File: config.mk
export PLATFORM = sky130hd
export DESIGN_NAME = mouse_step_scheduler
export DESIGN_NICKNAME = d
export VERILOG_FILES = /design/src/rtl/mouse_pkg.sv /design/src/rtl/mouse_step_scheduler_quad_phase.sv /design/src/rtl/mouse_step_scheduler.sv
export SDC_FILE = /design/constraint.sdc
export NUM_CORES = 1
export LEC_CHECK = 0
export BUFFER_PORTS_ARGS = -buffer_cell sky130_fd_sc_hd__buf_2
export CORE_UTILIZATION = 39
export DETAILED_ROUTE_END_ITERATION = 6
export GPL_ROUTABILITY_DRIVEN = 0
export SYNTH_ARGS = -nofsm -noshare
export SYNTH_HDL_FRONTEND = slang
export SYNTH_SLANG_ARGS = --single-unit
File: constraint.sdc
create_clock -name clk -period 4.5 [get_ports clk]
set_input_delay 0.225 -clock clk [delete_from_list [all_inputs] [get_ports clk]]
set_output_delay 0.225 -clock clk [all_outputs]
set_load 0.01 [all_outputs]
File: src/rtl/mouse_pkg.sv
// Shared constants for the mouse-port step scheduler: quadrature phases,
// button bit positions and the default step threshold.
package mouse_pkg;
  localparam int THRESH_DEF = 16;

  localparam logic [1:0] Q0 = 2'b00;
  localparam logic [1:0] Q1 = 2'b10;
  localparam logic [1:0] Q2 = 2'b11;
  localparam logic [1:0] Q3 = 2'b01;

  localparam int BTN_L = 0;
  localparam int BTN_R = 1;
  localparam int BTN_M = 2;
endpackage

File: src/rtl/mouse_step_scheduler_quad_phase.sv
// 2-bit Gray-code quadrature stepper: advances one phase per step,
// forward (Q0->Q1->Q2->Q3) when dir=1, backward otherwise.
module quad_phase
  import mouse_pkg::*;
(
  input  logic       clk,
  input  logic       reset,
  input  logic       step,
  input  logic       dir,
  output logic [1:0] q
);
  logic [1:0] nxt;

  always_comb begin
    nxt = q;
    case (q)
      Q0:      nxt = dir ? Q1 : Q3;
      Q1:      nxt = dir ? Q2 : Q0;
      Q2:      nxt = dir ? Q3 : Q1;
      default: nxt = dir ? Q0 : Q2;
    endcase
  end

  always_ff @(posedge clk or posedge reset)
    if (reset)     q <= Q0;
    else if (step) q <= nxt;
endmodule

File: src/rtl/mouse_step_scheduler.sv
// Two-source pointer delta arbiter feeding saturating per-axis accumulators
// that are drained into quadrature steps at a programmable rate.
module mouse_step_scheduler
  import mouse_pkg::*;
#(
  parameter int DIV_W  = 16,
  parameter int ACC_W  = 12,
  parameter int THRESH = THRESH_DEF
) (
  input  logic              clk,
  input  logic              reset,
  input  logic              ce,
  input  logic [DIV_W-1:0]  period,
  input  logic              req0_valid,
  output logic              req0_ready,
  input  logic signed [8:0] req0_dx,
  input  logic signed [8:0] req0_dy,
  input  logic [2:0]        req0_btn,
  input  logic              req1_valid,
  output logic              req1_ready,
  input  logic signed [8:0] req1_dx,
  input  logic signed [8:0] req1_dy,
  input  logic [2:0]        req1_btn,
  output logic [1:0]        xout,
  output logic [1:0]        yout,
  output logic              button_l,
  output logic              button_r,
  output logic              button_m,
  output logic              busy
);
  localparam int SW = ACC_W + 2;
  localparam logic signed [SW-1:0] MAXV = SW'((1 << (ACC_W-1)) - 1);
  localparam logic signed [SW-1:0] MINV = -MAXV;
  localparam logic signed [SW-1:0] TH   = SW'(THRESH);

  logic                    rr, last_was_x;
  logic [DIV_W-1:0]        cnt, pmax;
  logic signed [ACC_W-1:0] xacc, yacc;
  logic signed [SW-1:0]    xw, yw, xadj, yadj, dxw, dyw, xsum, ysum;
  logic [2:0]              btn0, btn1, btn0_n, btn1_n;
  logic signed [8:0]       dx_sel, dy_sel;
  logic                    acc0, acc1, tick, px, py, step_x, step_y;

  function automatic logic signed [ACC_W-1:0] sat(input logic signed [SW-1:0] v);
    if (v > MAXV)      return MAXV[ACC_W-1:0];
    else if (v < MINV) return MINV[ACC_W-1:0];
    else               return v[ACC_W-1:0];
  endfunction

  assign req0_ready = req0_valid & (~req1_valid | ~rr);
  assign req1_ready = req1_valid & (~req0_valid | rr);
  assign acc0       = req0_ready;
  assign acc1       = req1_ready;

  assign dx_sel = acc0 ? req0_dx : (acc1 ? req1_dx : '0);
  assign dy_sel = acc0 ? req0_dy : (acc1 ? req1_dy : '0);
  assign dxw    = {{(SW-9){dx_sel[8]}}, dx_sel};
  assign dyw    = {{(SW-9){dy_sel[8]}}, dy_sel};
  assign btn0_n = acc0 ? req0_btn : btn0;
  assign btn1_n = acc1 ? req1_btn : btn1;

  // period 0 behaves as 1: compare against 0 so every ce ticks
  assign pmax = (period == '0) ? '0 : period - 1'b1;
  assign tick = ce & (cnt >= pmax);

  assign xw   = {{2{xacc[ACC_W-1]}}, xacc};
  assign yw   = {{2{yacc[ACC_W-1]}}, yacc};
  assign px   = (xw >= TH) || (xw <= -TH);
  assign py   = (yw >= TH) || (yw <= -TH);
  assign busy = px | py;

  assign step_x = tick & px & (~py | ~last_was_x);
  assign step_y = tick & py & (~px | last_was_x);

  // direction comes from the live sign, so reversals need no stored state
  assign xadj = step_x ? (xacc[ACC_W-1] ? -TH : TH) : '0;
  assign yadj = step_y ? (yacc[ACC_W-1] ? -TH : TH) : '0;
  assign xsum = xw - xadj + dxw;
  assign ysum = yw - yadj + dyw;

  always_ff @(posedge clk or posedge reset)
    if (reset) begin
      rr         <= 1'b0;
      last_was_x <= 1'b0;
      cnt        <= '0;
      xacc       <= '0;
      yacc       <= '0;
      btn0       <= '0;
      btn1       <= '0;
      button_l   <= 1'b1;
      button_r   <= 1'b1;
      button_m   <= 1'b1;
    end else begin
      if (acc0)      rr <= 1'b1;
      else if (acc1) rr <= 1'b0;
      if (tick)      cnt <= '0;
      else if (ce)   cnt <= cnt + 1'b1;
      if (step_x)      last_was_x <= 1'b1;
      else if (step_y) last_was_x <= 1'b0;
      xacc     <= sat(xsum);
      yacc     <= sat(ysum);
      btn0     <= btn0_n;
      btn1     <= btn1_n;
      button_l <= ~(btn0_n[BTN_L] | btn1_n[BTN_L]);
      button_r <= ~(btn0_n[BTN_R] | btn1_n[BTN_R]);
      button_m <= ~(btn0_n[BTN_M] | btn1_n[BTN_M]);
    end

  quad_phase u_qx (.clk(clk), .reset(reset), .step(step_x), .dir(~xacc[ACC_W-1]), .q(xout));
  quad_phase u_qy (.clk(clk), .reset(reset), .step(step_y), .dir(~yacc[ACC_W-1]), .q(yout));
endmodule
==> run summary <==
FF-to-FF End -> xacc[0]$_DFF_PP0_
Largest net degree at the start of global routing -> 56
Antenna cells -> 0
Core area -> 0.01399 sq mm
CTS H-Tree Depth -> 2
Fraction of registers with async set/reset -> 100.0%
Endpoint required time on the critical path -> 4670 ps
ANT nets after route -> 0
Clock root buffer master -> sky130_fd_sc_hd__clkbuf_16
Site Rows -> 43
Worst setup slack after placement -> -1604 ps
Critical path buffer and inverter count -> 3
Ratio of routed vias to standard cells -> 5.419
Number of antenna violations at the first check in global routing -> 0
Grt total ovfl -> 0
Final design instance area without fill -> 0.008013 sq mm
Start of the worst register-to-register path -> cnt[6]$_DFFE_PP0P_
Synthesis Warnings -> 0
Area of placed instances -> 0.007253 sq mm
Relative area change from synthesis to final layout -> 41.78%
Worst supply voltage drop on vdd -> 540.7 uV
Cell type contributing the most total cell area after synthesis -> sky130_fd_sc_hd__dfrtp_1
# port buffers -> 72
CTS clk-pin slew, worst paths -> 70 ps
Power density of the placed cells -> 880.9 mW/mm^2
Syn_area_per_cell -> 8.435 sq um
Share of synthesized area occupied by flip-flops and latches -> 24.42%
Outcome -> finished, violations left
Period Utilization, post-route -> 125.7%
Count of different cell masters after synthesis -> 71
Leak Pwr -> 0.003921 uW
Count of TritonRoute iterations in the first routing pass -> 7
Total routing usage reported by global routing -> 22.88%
Top post-synthesis cells by area -> sky130_fd_sc_hd__dfrtp_1 23%, sky130_fd_sc_hd__ha_1 12%, sky130_fd_sc_hd__inv_1 5.3%, sky130_fd_sc_hd__fa_1 5.0%, sky130_fd_sc_hd__nand2_1 4.0%
Type of destination of the critical path -> register
Initial Utilization -> 40.40%
Post-DP HPWL -> 12.60 mm
Category of cells accounting for the largest share of critical-path delay -> simple AND/OR/NAND/NOR gates
Area share of the largest cell type after synthesis -> 23.02%
Area of the mapped netlist -> 0.005652 sq mm
Total count of hold-check failures in the final report -> 0
Min Hold Slack -> 102.2 ps
Largest buffer count on any clock path -> 2
Violated checks -> negative setup slack
Worst hold path class -> input port to asynchronous set/reset pin
Count of pins over their slew limit -> 0
Die span in x -> 122.4 microns
Worst r2r path cells -> 19
Number of remaining DRC errors -> 0
Count of flip-flops with a built-in enable after synthesis -> 0
Via count of the first global-routing pass -> 5846
Routed WL -> 16.53 mm
Main flop type after synthesis -> sky130_fd_sc_hd__dfrtp_1
Worst Clk Skew -> 5.775 ps
Syn_nets -> 800
Tmin final -> 5655 ps
Total power -> 7058 uW
Classification of the worst setup path -> input port to register
Total clock buffers created by CTS -> 5
Number of nets in the final layout -> 1019
Synth Register Bits -> 55
Count of final setup violators -> 24
Vias after detailed routing -> 5798
Setup repair after global routing missed its margin -> true
Library cell contributing the largest single delay on the critical path -> sky130_fd_sc_hd__or4_4
Maximum net fanout on the critical path -> 6
Clock sinks -> 55
Largest incremental delay on the critical path -> 540 ps
Wire length of the first global-routing pass -> 27.15 mm
Count of mapped cells out of synthesis -> 670
Fillers -> 1238
Finished Core Util -> 57.28%
Die area -> 0.01498 sq mm
Slew margin rel. -> 53.67%
Worst reg-to-reg setup slack -> -240 ps
Clock tree from TritonCTS -> yes
Routed length per placed instance -> 15.44 microns
Share of layout cells above drive strength 1 -> 39.66%
Boundary pin count -> 73
Setup WS post-layout -> -1155 ps
Maximum clock rate -> 176.8 MHz
Startpoint types -> input port
Maximum Capacitance Violations -> 0
Crit path arrival time -> 5830 ps
Source-to-sink clock delay at the later pin of the worst-skew pair -> 300 ps
First DRT Iteration DRCs -> 282
Chip Height -> 122.4 microns
Worst Tran Pin Value -> 695.0 ps
==> cells in the final DEF, fill, tap and decap left out, types with 6 or more instances in the layout <==
cell type                  instances
sky130_fd_sc_hd__a31oi_1           6
sky130_fd_sc_hd__nor2_1           44
sky130_fd_sc_hd__nor3_1           13
sky130_fd_sc_hd__inv_2             6
sky130_fd_sc_hd__xor2_1           24
sky130_fd_sc_hd__xnor2_1          17
sky130_fd_sc_hd__a21oi_1          25
sky130_fd_sc_hd__mux2i_1           7
sky130_fd_sc_hd__buf_4           156
sky130_fd_sc_hd__buf_6             9
sky130_fd_sc_hd__o21ai_2           7
sky130_fd_sc_hd__fa_1             11
sky130_fd_sc_hd__o211ai_1         12
sky130_fd_sc_hd__and3_1            8
sky130_fd_sc_hd__o21ai_0          10
sky130_fd_sc_hd__inv_1            74
sky130_fd_sc_hd__buf_2            71
sky130_fd_sc_hd__a22oi_1          14
sky130_fd_sc_hd__a21o_1           13
sky130_fd_sc_hd__nand2b_1         12
sky130_fd_sc_hd__o21ai_1           7
sky130_fd_sc_hd__ha_1             41
sky130_fd_sc_hd__nor4_1           11
sky130_fd_sc_hd__mux2_2           10
sky130_fd_sc_hd__nand4_1          14
sky130_fd_sc_hd__ha_4             10
sky130_fd_sc_hd__dfrtp_1          52
sky130_fd_sc_hd__nand3_1          14
sky130_fd_sc_hd__nand2_1          55
==> layout make-up <==
class / count / area [sq um] / share of cell area, %
repair buffers: 238 / 1668 / 20.82
inverters: 80 / 300.3 / 3.748
clock buffers: 5 / 125.1 / 1.562
clock inverters: 3 / 23.77 / 0.2967
well taps: 180 / 225.2 / 2.811
multi-input cells: 509 / 4290 / 53.54
flip-flops and latches: 55 / 1380 / 17.22
==> power breakdown <==
| group | switching [uW] | internal [uW] | total, uW | leakage (uW) |
|---|---|---|---|---|
| clock | 191 | 209 | 399 | 0.0000664 |
| sequential | 105 | 672 | 777 | 0.000654 |
| combinational | 3020 | 2860 | 5880 | 0.00320 |
| total | 3320 | 3740 | 7060 | 0.00392 |
==> synth_stat cells, types with 12 or more instances <==
cell	count
sky130_fd_sc_hd__inv_1	80
sky130_fd_sc_hd__nand2_1	60
sky130_fd_sc_hd__ha_1	53
sky130_fd_sc_hd__dfrtp_1	52
sky130_fd_sc_hd__nor2_1	46
sky130_fd_sc_hd__a21oi_1	34
sky130_fd_sc_hd__xor2_1	24
sky130_fd_sc_hd__xnor2_1	17
sky130_fd_sc_hd__nand3_1	16
sky130_fd_sc_hd__nor3_1	16
sky130_fd_sc_hd__o21ai_0	15
sky130_fd_sc_hd__a22oi_1	14
sky130_fd_sc_hd__fa_1	14
sky130_fd_sc_hd__nand4_1	14
sky130_fd_sc_hd__a21o_1	13
sky130_fd_sc_hd__clkbuf_1	12
sky130_fd_sc_hd__nand2b_1	12
sky130_fd_sc_hd__nor4_1	12
sky130_fd_sc_hd__o211ai_1	12
==> worst register-to-register path, stage by stage, from the launching register on <==
cell	delay, ps
sky130_fd_sc_hd__dfrtp_1	420
sky130_fd_sc_hd__ha_4	270
sky130_fd_sc_hd__o21a_1	110
sky130_fd_sc_hd__nor2_1	60
sky130_fd_sc_hd__or4_4	550
sky130_fd_sc_hd__o21ai_4	90
sky130_fd_sc_hd__a21oi_4	60
sky130_fd_sc_hd__a2111oi_4	340
sky130_fd_sc_hd__and2_4	240
sky130_fd_sc_hd__fa_1	440
sky130_fd_sc_hd__inv_2	90
sky130_fd_sc_hd__ha_4	200
sky130_fd_sc_hd__a21o_1	180
sky130_fd_sc_hd__a21o_2	250
sky130_fd_sc_hd__or3_4	370
sky130_fd_sc_hd__o41ai_4	320
sky130_fd_sc_hd__a211oi_2	80
sky130_fd_sc_hd__a31oi_2	260
sky130_fd_sc_hd__buf_6	180
sky130_fd_sc_hd__o2111ai_2	110
==> sequential cells by signal, indices dropped and copies added (netlist names), 2 cells and up <==
register and flops:
yacc 12, xacc 12, u_qy.q 2, btn1 3, btn0 3, cnt 16
u_qx.q 2
==> routing by layer <==
| metal | vias to the layer above | GRT usage, % | part of all wire, % |
|---|---|---|---|
| li1 | 2820 | - | - |
| met3 | 57 | 3.206 | 4.8 |
| met4 | 0 | 8.079 | 3.1 |
| met2 | 191 | 40.10 | 48 |
| met5 | - | 0 | 0 |
| met1 | 2730 | 28.50 | 44 |
==> per-stage QoR <==
stage | TNS, ps | cells
after floorplan | -23860 | 670
after global placement | -33030 | 1036
after detailed placement | -35160 | 1036
after CTS | -20500 | 1064
after global routing | -30570 | 1070
final | -25230 | 1070
==> worst max-delay path by stage <==
stage / start / end / cells after the start
finish: period[6] / xacc[0]$_DFF_PP0_ / 25
detailed placement: period[6] / xacc[7]$_DFF_PP0_ / 25
floorplan: period[6] / yacc[7]$_DFF_PP0_ / 26
CTS: period[6] / xacc[0]$_DFF_PP0_ / 25
global route: period[6] / xacc[0]$_DFF_PP0_ / 27
global placement: period[6] / xacc[6]$_DFF_PP0_ / 25
==> cells by family after synthesis <==
group,synth area share [%]
compound gates,21.67
xor+xnor,6.354
fa+ha+maj,16.69
buf+inv,8.324
flops,24.42
mux,3.232
simple gates,19.30
==> what timing repair did <==
item / 4_1_cts / 5_1_grt
gates cloned: 2 / 0
resized for setup: 64 / 20
setup buffers: 19 / 6
hold buffers: 0 / 0
pin swaps: 41 / 12
setup endpoints to repair: 24 / 24
Power figures use the tool's default switching activity.
